--- config.mk ---
export PLATFORM = sky130hd
export DESIGN_NAME = lane_packer
export DESIGN_NICKNAME = d
export VERILOG_FILES = /design/src/rtl/lane_packer.sv
export SDC_FILE = /design/constraint.sdc
export NUM_CORES = 1
export LEC_CHECK = 0
export BUFFER_PORTS_ARGS = -buffer_cell sky130_fd_sc_hd__clkbuf_2
export CORE_MARGIN = 2
export CORE_UTILIZATION = 33
export CTS_CLUSTER_DIAMETER = 150
export DETAILED_ROUTE_END_ITERATION = 16
export GPL_TIMING_DRIVEN = 0
export HOLD_SLACK_MARGIN = 0.1
export PLACE_DENSITY = 0.53
export RECOVER_POWER = 50
export SLEW_MARGIN = 20
export SYNTH_ARGS = -nofsm -noshare
export SYNTH_HDL_FRONTEND = slang
export SYNTH_SLANG_ARGS = --single-unit
--- constraint.sdc ---
create_clock -name clk -period 1.6 [get_ports clk]
set_input_delay 0.24 -clock clk [delete_from_list [all_inputs] [get_ports clk]]
set_output_delay 0.24 -clock clk [all_outputs]
set_load 0.01 [all_outputs]
--- src/rtl/lane_packer.sv ---
// Serial-to-parallel lane packer: collects NUM_LANES bits LSB-first and queues words in a 2-entry FIFO.
// Optional per-entry parity output is enabled by defining LANE_PACKER_PARITY_EN.
module lane_packer #(
    parameter int NUM_LANES = 2
) (
    input  logic                 clk,
    input  logic                 rst,
    input  logic                 i_bit,
    input  logic                 i_valid,
    output logic                 o_ready,
    output logic [NUM_LANES-1:0] o_data_out,
    output logic                 o_valid,
    input  logic                 i_ready,
    output logic [7:0]           o_word_count
`ifdef LANE_PACKER_PARITY_EN
    ,
    output logic                 o_parity
`endif
);

    localparam int CNT_W = (NUM_LANES > 2) ? $clog2(NUM_LANES) : 1;
    localparam logic [CNT_W-1:0] CNT_LAST = CNT_W'(NUM_LANES - 1);

    logic [CNT_W-1:0]     cnt_q, cnt_d;
    logic [NUM_LANES-2:0] acc_q, acc_d;
    logic [NUM_LANES-1:0] mem_q [2];
    logic [NUM_LANES-1:0] mem_d [2];
    logic                 wr_ptr_q, wr_ptr_d;
    logic                 rd_ptr_q, rd_ptr_d;
    logic [1:0]           occ_q, occ_d;
    logic [7:0]           word_count_q, word_count_d;
`ifdef LANE_PACKER_PARITY_EN
    logic [1:0]           par_q, par_d;
`endif

    logic cnt_last;
    logic fifo_full;
    logic ready;
    logic in_xfer;
    logic push;
    logic pop;
    logic [NUM_LANES-1:0] new_word;

    // Acceptance depends only on state so there is no path from i_ready to o_ready.
    always_comb begin
        cnt_last  = (cnt_q == CNT_LAST);
        fifo_full = (occ_q == 2'd2);
        ready     = !(cnt_last && fifo_full);
        in_xfer   = i_valid && ready;
        push      = in_xfer && cnt_last;
        pop       = (occ_q != 2'd0) && i_ready;
        new_word  = {i_bit, acc_q};
    end

    always_comb begin
        cnt_d        = cnt_q;
        acc_d        = acc_q;
        mem_d        = mem_q;
        wr_ptr_d     = wr_ptr_q;
        rd_ptr_d     = rd_ptr_q;
        occ_d        = occ_q;
        word_count_d = word_count_q;
`ifdef LANE_PACKER_PARITY_EN
        par_d        = par_q;
`endif

        if (in_xfer) begin
            if (cnt_last) begin
                cnt_d = '0;
            end else begin
                cnt_d = cnt_q + CNT_W'(1);
                for (int k = 0; k < NUM_LANES - 1; k++) begin
                    if (cnt_q == CNT_W'(k)) begin
                        acc_d[k] = i_bit;
                    end
                end
            end
        end

        if (push) begin
            mem_d[wr_ptr_q] = new_word;
            wr_ptr_d        = ~wr_ptr_q;
`ifdef LANE_PACKER_PARITY_EN
            par_d[wr_ptr_q] = ^new_word;
`endif
        end

        if (pop) begin
            rd_ptr_d     = ~rd_ptr_q;
            word_count_d = word_count_q + 8'd1;
        end

        case ({push, pop})
            2'b10:   occ_d = occ_q + 2'd1;
            2'b01:   occ_d = occ_q - 2'd1;
            default: occ_d = occ_q;
        endcase
    end

    always_ff @(posedge clk) begin
        if (rst) begin
            cnt_q        <= '0;
            acc_q        <= '0;
            mem_q[0]     <= '0;
            mem_q[1]     <= '0;
            wr_ptr_q     <= 1'b0;
            rd_ptr_q     <= 1'b0;
            occ_q        <= 2'd0;
            word_count_q <= 8'd0;
`ifdef LANE_PACKER_PARITY_EN
            par_q        <= 2'b00;
`endif
        end else begin
            cnt_q        <= cnt_d;
            acc_q        <= acc_d;
            mem_q        <= mem_d;
            wr_ptr_q     <= wr_ptr_d;
            rd_ptr_q     <= rd_ptr_d;
            occ_q        <= occ_d;
            word_count_q <= word_count_d;
`ifdef LANE_PACKER_PARITY_EN
            par_q        <= par_d;
`endif
        end
    end

    assign o_ready      = ready;
    assign o_valid      = (occ_q != 2'd0);
    assign o_data_out   = o_valid ? mem_q[rd_ptr_q] : '0;
    assign o_word_count = word_count_q;
`ifdef LANE_PACKER_PARITY_EN
    assign o_parity     = o_valid ? par_q[rd_ptr_q] : 1'b0;
`endif

endmodule

== Yosys cells after proc, flatten, opt, wreduce, memory -nomap -nowiden ==
Cells that the tools add are included.

* Bits in registers: 18
* Input port bits: 5

* Equal/unequal tests: 3
* Multiplexer cells: 9
* $add $sub $neg: 4
* $lt $le $gt $ge: 3
* Bitwise logic cells: 5
* Reductions and logical operators: 9

{| class="wikitable"
|+ Operator list
! operator !! count
|-
| 2-to-1 mux 2 bit || 5
|-
| adder 8 x 1 -> 8 bit (second input constant) || 1
|-
| logical AND 1 bit || 5
|-
| bitwise mux 4 bit || 1
|-
| equality test 2 bit (second input constant) || 2
|-
| >= comparator 2 bit (second input constant) || 2
|-
| inverter 1 -> 2 bit || 2
|-
| case mux 2 bit (2 select lines) || 1
|-
| nonzero test 2 bit || 2
|-
| inverter 1 bit || 3
|-
| adder 2 x 1 -> 2 bit (second input constant) || 1
|-
| demux 2 bit (select 1 bit) || 1
|-
| equality test 2 x 1 -> 1 bit (second input constant) || 1
|-
| less-than comparator 2 x 1 -> 1 bit (second input constant) || 1
|-
| AND reduction 2 bit || 1
|-
| subtractor 2 x 1 -> 2 bit (second input constant) || 1
|-
| adder 1 bit (second input constant) || 1
|-
| logical NOT 1 bit || 1
|-
| 2-to-1 mux 1 bit || 1
|}

== Depth between registers and ports, before layout ==
Gate-level depths: netlist of the first run.

* Depth in word-level cells: 7
* Mapped depth: 8

== Worst setup path after synthesis of the first run ==
No wires, ideal clock.

* Kind: flip-flop to flip-flop
* From: register occ_q[0]
* To: register occ_q[1]
* Cell stages (with the launch flop): 8
* Arrival time: 1.584 ns
* Period minus slack after synthesis: 1.654 ns
* Buffers on the path: 2
* Setup time: 0.070 ns
* Path slack: -0.054 ns
* Cells stage by stage: dfxtp_1 > buf_4 > o21ai_2 > clkbuf_8 > inv_1 > ha_1 > or3_1 > a21oi_1

{| class="wikitable"
|+ RTL lines
! element !! RTL line !! source
|-
| start: declaration || 30 || <nowiki>logic [1:0] occ_q, occ_d;</nowiki>
|-
| start signal: assignment || 108 || <nowiki>occ_q <= 2'd0;</nowiki>
|-
| start signal: assignment || 119 || <nowiki>occ_q <= occ_d;</nowiki>
|-
| nonzero test 2 bit (*) || 51 || <nowiki>pop = (occ_q != 2'd0) && i_ready;</nowiki>
|-
| logical AND 1 bit (*) || 51 ||
|-
| net pop || 41 || <nowiki>logic pop;</nowiki>
|-
| equality test 2 x 1 -> 1 bit or equality test 2 bit (tied branches) || 93 || <nowiki>case ({push, pop})</nowiki>
|-
| case mux 2 bit (2 select lines) or nonzero test 2 bit (tied branches) || - ||
|}

The timed path passes the listed nets; every way through them passes the cells marked *.
A chain may end at the register's enable or synchronous reset.

== Worst setup path in the final report of the first run ==
Same ends and word-level chain as after synthesis.

==> results of run 1 <==
synth_stat cells:
cell type,count
a21oi_1,11
or4_1,3
buf_1,1
nand3_1,4
clkbuf_8,1
dfxtp_1,18
o21ai_0,4
or3_1,3
nand2_1,5
mux2i_1,4
and2_1,1
a211oi_1,1
clkbuf_1,2
nor2_1,10
o21ai_2,1
o31ai_1,7
o211ai_1,1
ha_1,2
or2b_1,1
inv_1,3
xor2_1,4
nand4_1,5
xnor2_1,1
nor2b_1,2
buf_4,1
worst max-delay path, cell delays in order (launching register included):
cell and delay, ns:
dfxtp_1 0.31, buf_4 0.16, o21ai_4 0.14, clkbuf_8 0.15, inv_1 0.05, ha_4 0.15, xnor2_1 0.12, or3_1 0.32
a21oi_2 0.12
area by class of cell:
| cell class | instances | area share (%) |
|---|---|---|
| Multi-Input combinational cell | 70 | 46.0 |
| Sequential cell | 18 | 35.4 |
| Timing Repair Buffer | 18 | 8.82 |
| Tap cell | 30 | 3.68 |
| Buffer | 4 | 2.82 |
| Clock buffer | 3 | 2.21 |
| Inverter | 3 | 1.10 |
sequential cells by signal, indices dropped and copies added, names as in the netlist:
register and cells:
mem_q 4, occ_q 2, cnt_last 1, acc_q 1, wr_ptr_q 1, rd_ptr_q 1, o_word_count 8
report_power, final:
part	total (uW)	switching, uW	internal (uW)
sequential	521	38.4	483
combinational	303	162	141
clock	227	139	87.6
through the flow:
stage | hold slack (ns) | cell area [um2]
finish | 0.222 | 1020
global placement | 0.460 | 972
floorplan | 0.387 | 860
global route | 0.225 | 1020
CTS | 0.217 | 1020
detailed placement | 0.468 | 972
worst paths after layout:
kind,from,end,depth (start not counted)
max,occ_q[0],occ_q[1],8
min,i_bit,acc_q,3
max reg2reg,occ_q[0],occ_q[1],8
min reg2reg,mem_q[2],mem_q[2],2
cells by family after synthesis:
logic type / after synthesis / share of synthesized area, %
AO/OA/AOI/OAI: 25 / 18.0
XOR/XNOR: 5 / 5.22
adder cells (fa/ha/maj): 2 / 2.98
buffers and inverters: 8 / 5.22
flip-flops: 18 / 42.9
multiplexers: 4 / 4.77
AND/OR/NAND/NOR: 34 / 20.9
repair_timing:
| item | in CTS | in global routing |
|---|---|---|
| gates resized for setup | 3 | 3 |
| setup endpoints to repair | 2 | 2 |
| buffers inserted | 3 | 0 |
| pin swaps | 2 | 0 |
routing by layer:
metal  track usage (%)  routed length, um
met3              2.46                 76
met4              9.58                 31
met5                 0                  0
met1              18.2                881
met2              19.1                780
==> summary.md, run 1 <==
| Metric | Value |
|---|---|
| Seq cells post-synth | 18 |
| Least-Margin Pin Slew | approximately 0.45 ns |
| Pins Over Slew Limit | 0 |
| Fillers | 264 |
| Relative slew slack | 69.8% |
| Cell count after synthesis | 96 |
| CTS clk-pin slew, worst paths | 0.10 ns |
| Register Area | 362 um2 |
| Nets | 125 |
| TritonCTS clock tree | yes |
| Initial antenna violation count | 0 |
| Commonest non-fill, non-tap cells in the layout | dfxtp_1 (17), nor2_1 (10), a21oi_1 (10) |
| Hold Buf Count CTS | 0 |
| Cell variety after synth | 25 |
| Vias in the first global route | 603 |
| Critical Path Source Type | flip-flop |
| Clk_skew | 0.00544 ns |
| Die X | 54.4 um |
| Crit-path max FO | 7 |
| Cell row count | 18 |
| First-pass GRT wire length | 2780 um |
| Pleak | roughly 0.00037 uW |
| Die Y | 54.4 um |
| Area contributors post-synth | dfxtp_1 (43%), a21oi_1 (6.6%), o31ai_1 (6.3%) |
| Die area | 0.00296 mm2 |
| Seq/Total Area, Yosys | 42.9% |
| DR WL/cell | approximately 12 um |
| Total grt overflow | 0 |
| MaxCap Viol Count | 0 |
| RSZ-0062 raised after global routing | yes |
| Initial DRC count | 20 |
| First-pass iteration count of the detailed router | 4 |
| Yosys top cell by area | dfxtp_1 |
| I/O Pins | 17 |
| Commonest non-fill, non-tap cell in the layout | dfxtp_1 |
| Initial core utilization | 34.2% |
| Final Instance Count excl. Fillers | 146 |
| Syn Nets | 103 |
| Post-Route Setup TNS | 0 ns |
| Final Hold Vio Count | 0 |
| Antenna diodes | 0 |
| Core Box Area | 0.00245 mm2 |
| Clk sink count | 18 |
| DR DRC count | 0 |
| Area growth, synth to finish | 21.6% |
| PwrDens | 1030 mW/mm2 |
| IO buf count | 15 |
| Post-Syn Area | 840 um2 |
| Crit path time final | 1.58 ns |
| Status | complete, no violations |
| Remaining antenna violation count after routing | 0 |
| CP Class | flip-flop to flip-flop |
| Worst slack, placed | -0.116 ns |
| Longest Clk Path Bufs | 2 |
| R2R setup slack | 0.02 ns |
| Post-synth top area share | 42.9% |
| Dpl cells | 141 |
| RePlAce Congestion | 0.765 |
| Area of the multi-input gates | between 400 and 500 um2 |
| Post-DR vias/cell | about 5.2 |
| Layout cells sized above 1 | 21.6% |
| Critical path arrival | 1.81 ns |
| Tcrit/Tclk final | 99.0% |
| HPWL Detailed | 1280 um |
| F_max | roughly 630 MHz |
| All-layer global routing usage | a little over an eighth |
| Worst min-delay path category | primary input to flip-flop |
| Root buffer cell | clkbuf_4 |
| CTS buffer count | 3 |
| Final Util | 41.6% |
| Worst setup margin | about 0.016 ns |
| Total power | 1050 uW |
| Maximum vdd drop | 0.402 mV |
| Crit. End Element | flip-flop |
| Yosys Warn Count | 0 |
| Worst Path Required | 1.82 ns |
| Mapped Avg Cell Area | ~9 um2 |
| Largest net degree at the start of global routing | 11 |
| Skew-Pair Late Insertion Delay | 0.29 ns |
| Total wire length | 1770 um |
| Routed vias | 752 |
| Final setup violation count | 0 |
| H-tree depth | 1 |
Note: power is estimated with default switching activity, not from simulation.
==> run 2, diff against run 1 <==
--- a/config.mk
+++ b/config.mk
@@ -13,7 +13,6 @@
 export GPL_TIMING_DRIVEN = 0
 export HOLD_SLACK_MARGIN = 0.1
 export PLACE_DENSITY = 0.53
-export RECOVER_POWER = 50
 export SLEW_MARGIN = 20
 export SYNTH_ARGS = -nofsm -noshare
 export SYNTH_HDL_FRONTEND = slang
==> summary.md, run 2 (same netlist as run 1, synthesis figures left out) <==
| Metric | Value |
|---|---|
| Slowest stage delay, CP | 0.32 ns (about the same) |
| All-layer global routing usage | 13.5% (unchanged) |
| Highest-delay cell along the critical path | or3_1 |
| Final Util | 41.9% (+0.31 points) |
| Die Y | 54.4 um (unchanged) |
| HPWL Detailed | 1280 um (unchanged) |
| Remaining antenna violation count after routing | 0 (unchanged) |
| Nets | 125 (unchanged) |
| Longest Clk Path Bufs | 2 (unchanged) |
| Pleak | 0.000390 uW (+5.6%) |
| First-pass iteration count of the detailed router | 4 (unchanged) |
| Core Box Area | 0.00245 mm2 (unchanged) |
| Part of the power in the clock network | 21.6% (about the same) |
| Worst hold slack | 0.222 ns (+0.0000510 ns) |
| Die X | 54.4 um (unchanged) |
| Antenna diodes | 0 (unchanged) |
| CTS clk-pin slew, worst paths | 0.10 ns (about the same) |
| Worst Path Required | 1.82 ns (about the same) |
| Comb power frac | 28.8% (about the same) |
| F_max | 631 MHz (about the same) |
| H-tree depth | 1 (unchanged) |
| Total wire length | 1770 um (about the same) |
| Maximum vdd drop | 0.402 mV (about the same) |
| TritonCTS clock tree | yes |
| First-pass GRT wire length | 2780 um (unchanged) |
| Skew-Pair Late Insertion Delay | 0.29 ns (about the same) |
| Cell Chain, Critical Path | buf_4, o21ai_4, clkbuf_8, inv_1, ha_4, xnor2_1, or3_1, a21oi_2 |
| Final Hold Vio Count | 0 (unchanged) |
| Status | complete, no violations |
| Reg2reg start | occ_q[0] |
| CTS buffer count | 3 (unchanged) |
| Worst min-delay path category | primary input to flip-flop |
| CP top delay family | buffers and inverters |
| Area growth, synth to finish | 22.5% |
| PwrDens | 1020 mW/mm2 (-0.70%) |
| Final setup violation count | 0 (unchanged) |
| R2R depth | 8 (unchanged) |
| Relative slew slack | 69.7% (-0.086 points) |
| Cell row count | 18 (unchanged) |
| Worst Setup SP | occ_q[0] |
| RR Endpoint | occ_q[1] |
| Vias in the first global route | 603 (unchanged) |
| Initial DRC count | 20 (unchanged) |
| Post-DR vias/cell | 5.13 (-0.40%) |
| CP Depth | 8 (unchanged) |
| Initial antenna violation count | 0 (unchanged) |
| RSZ-0062 raised after global routing | yes |
| Total grt overflow | 0 (unchanged) |
| Clk sink count | 18 (unchanged) |
| Fillers | 260 (-1.5%) |
| Crit-path max FO | 7 (unchanged) |
| Pins Over Slew Limit | 0 (unchanged) |
| DR WL/cell | 12.1 um (about the same) |
| Least-Margin Pin Slew | 0.454 ns (+0.00129 ns) |
| Net Sw Frac | 32.3% (about the same) |
| Crit path capture | occ_q[1] |
| Buffer and inverter count on the worst path | 3 (unchanged) |
| Dpl cell area | 972 um2 (unchanged) |
| Commonest non-fill, non-tap cells in the layout | dfxtp_1 (17), clkbuf_2 (15), nor2_1 (10), a21oi_1 (10), o31ai_1 (7) |
| CP Class | flip-flop to flip-flop |
| Seq pwr share | 49.6% (about the same) |
| Crit path time final | 1.58 ns (+0.000253 ns) |
| Routed vias | 749 (-0.40%) |
| DR DRC count | 0 (unchanged) |
| Tcrit/Tclk final | 99.0% (about the same) |
| Max reg flops | 8 (unchanged) |
| Final design area excluding fillers | 0.00103 mm2 (+0.74%) |
| Root buffer cell | clkbuf_4 |
| RePlAce Congestion | 0.765 (unchanged) |
| R2R setup slack | 0.02 ns (about the same) |
| I/O Pins | 17 (unchanged) |
| Critical Path Source Type | flip-flop |
| Crit. End Element | flip-flop |
| Initial core utilization | 34.2% (unchanged) |
| MaxCap Viol Count | 0 (unchanged) |
| Die area | 0.00296 mm2 (unchanged) |
| Dpl cells | 141 (unchanged) |
| Largest net degree at the start of global routing | 11 (unchanged) |
| P_sw | 339 uW (about the same) |
| Final Instance Count excl. Fillers | 146 (unchanged) |
| Commonest non-fill, non-tap cell in the layout | dfxtp_1 |
| IO buf count | 15 (unchanged) |
| Critical path arrival | 1.81 ns (about the same) |
| Layout cells sized above 1 | 26.7% (+5.2 points) |
| Pint | 711 uW (about the same) |
| Clk_skew | 0.00577 ns (+0.000333 ns) |
run 2: final cells by class:
class	instances	area, um2	area share, %
multi-input cells	70	469	45.6
clock buffers	3	22.5	2.19
inverters	3	11.3	1.09
well taps	30	37.5	3.65
plain buffers	4	28.8	2.80
flip-flops and latches	18	362	35.2
repair buffers	18	97.6	9.49
run 2: repair_timing:
item / 4_1_cts / 5_1_grt
endpoints found under the setup margin: 2 / 2
pin swaps: 2 / 0
resized for setup: 3 / 3
setup buffers: 3 / 0
hold endpoints to repair: 0 / 0
hold buffers: 0 / 0
run 2: worst min path at each step:
stage	from	endpoint	depth (start not counted)
floorplan	i_bit	acc_q	2
global placement	mem_q[2]	mem_q[2]	2
detailed placement	mem_q[1]	mem_q[1]	2
CTS	i_bit	mem_q[3]	3
global route	i_bit	acc_q	3
finish	i_bit	acc_q	3
run 2: tightest hold or removal path, cell delays in order:
cell and delay (ns):
clkbuf_2 0.10, mux2i_1 0.06, nor2_1 0.07
run 2: routing by layer:
layer	global-route usage (%)	routed length (um)	vias up
li1	-	-	389
met1	18.2	885	344
met2	19.1	786	12
met3	2.46	67	4
met4	9.58	31	0
met5	0	0	-
run 2: per-stage QoR:
| step | power (uW) | TNS (ns) | worst slack, ns |
|---|---|---|---|
| floorplan | 731 | 0 | 0.0209 |
| global placement | 798 | -0.0982 | -0.0982 |
| global route | 1130 | -0.0581 | -0.0581 |
| finish | 1050 | 0 | 0.0159 |
| detailed placement | 804 | -0.116 | -0.116 |
| CTS | 1060 | 0 | 0.0115 |
run 2: power by group through the flow:
| stage | sequential (uW) | clock [uW] | combinational (uW) |
|---|---|---|---|
| after floorplan | 525 | 0 | 205 |
| after global placement | 530 | 0 | 268 |
| after detailed placement | 531 | 0 | 274 |
| after CTS | 521 | 239 | 300 |
| after global routing | 528 | 261 | 339 |
| final | 521 | 227 | 303 |
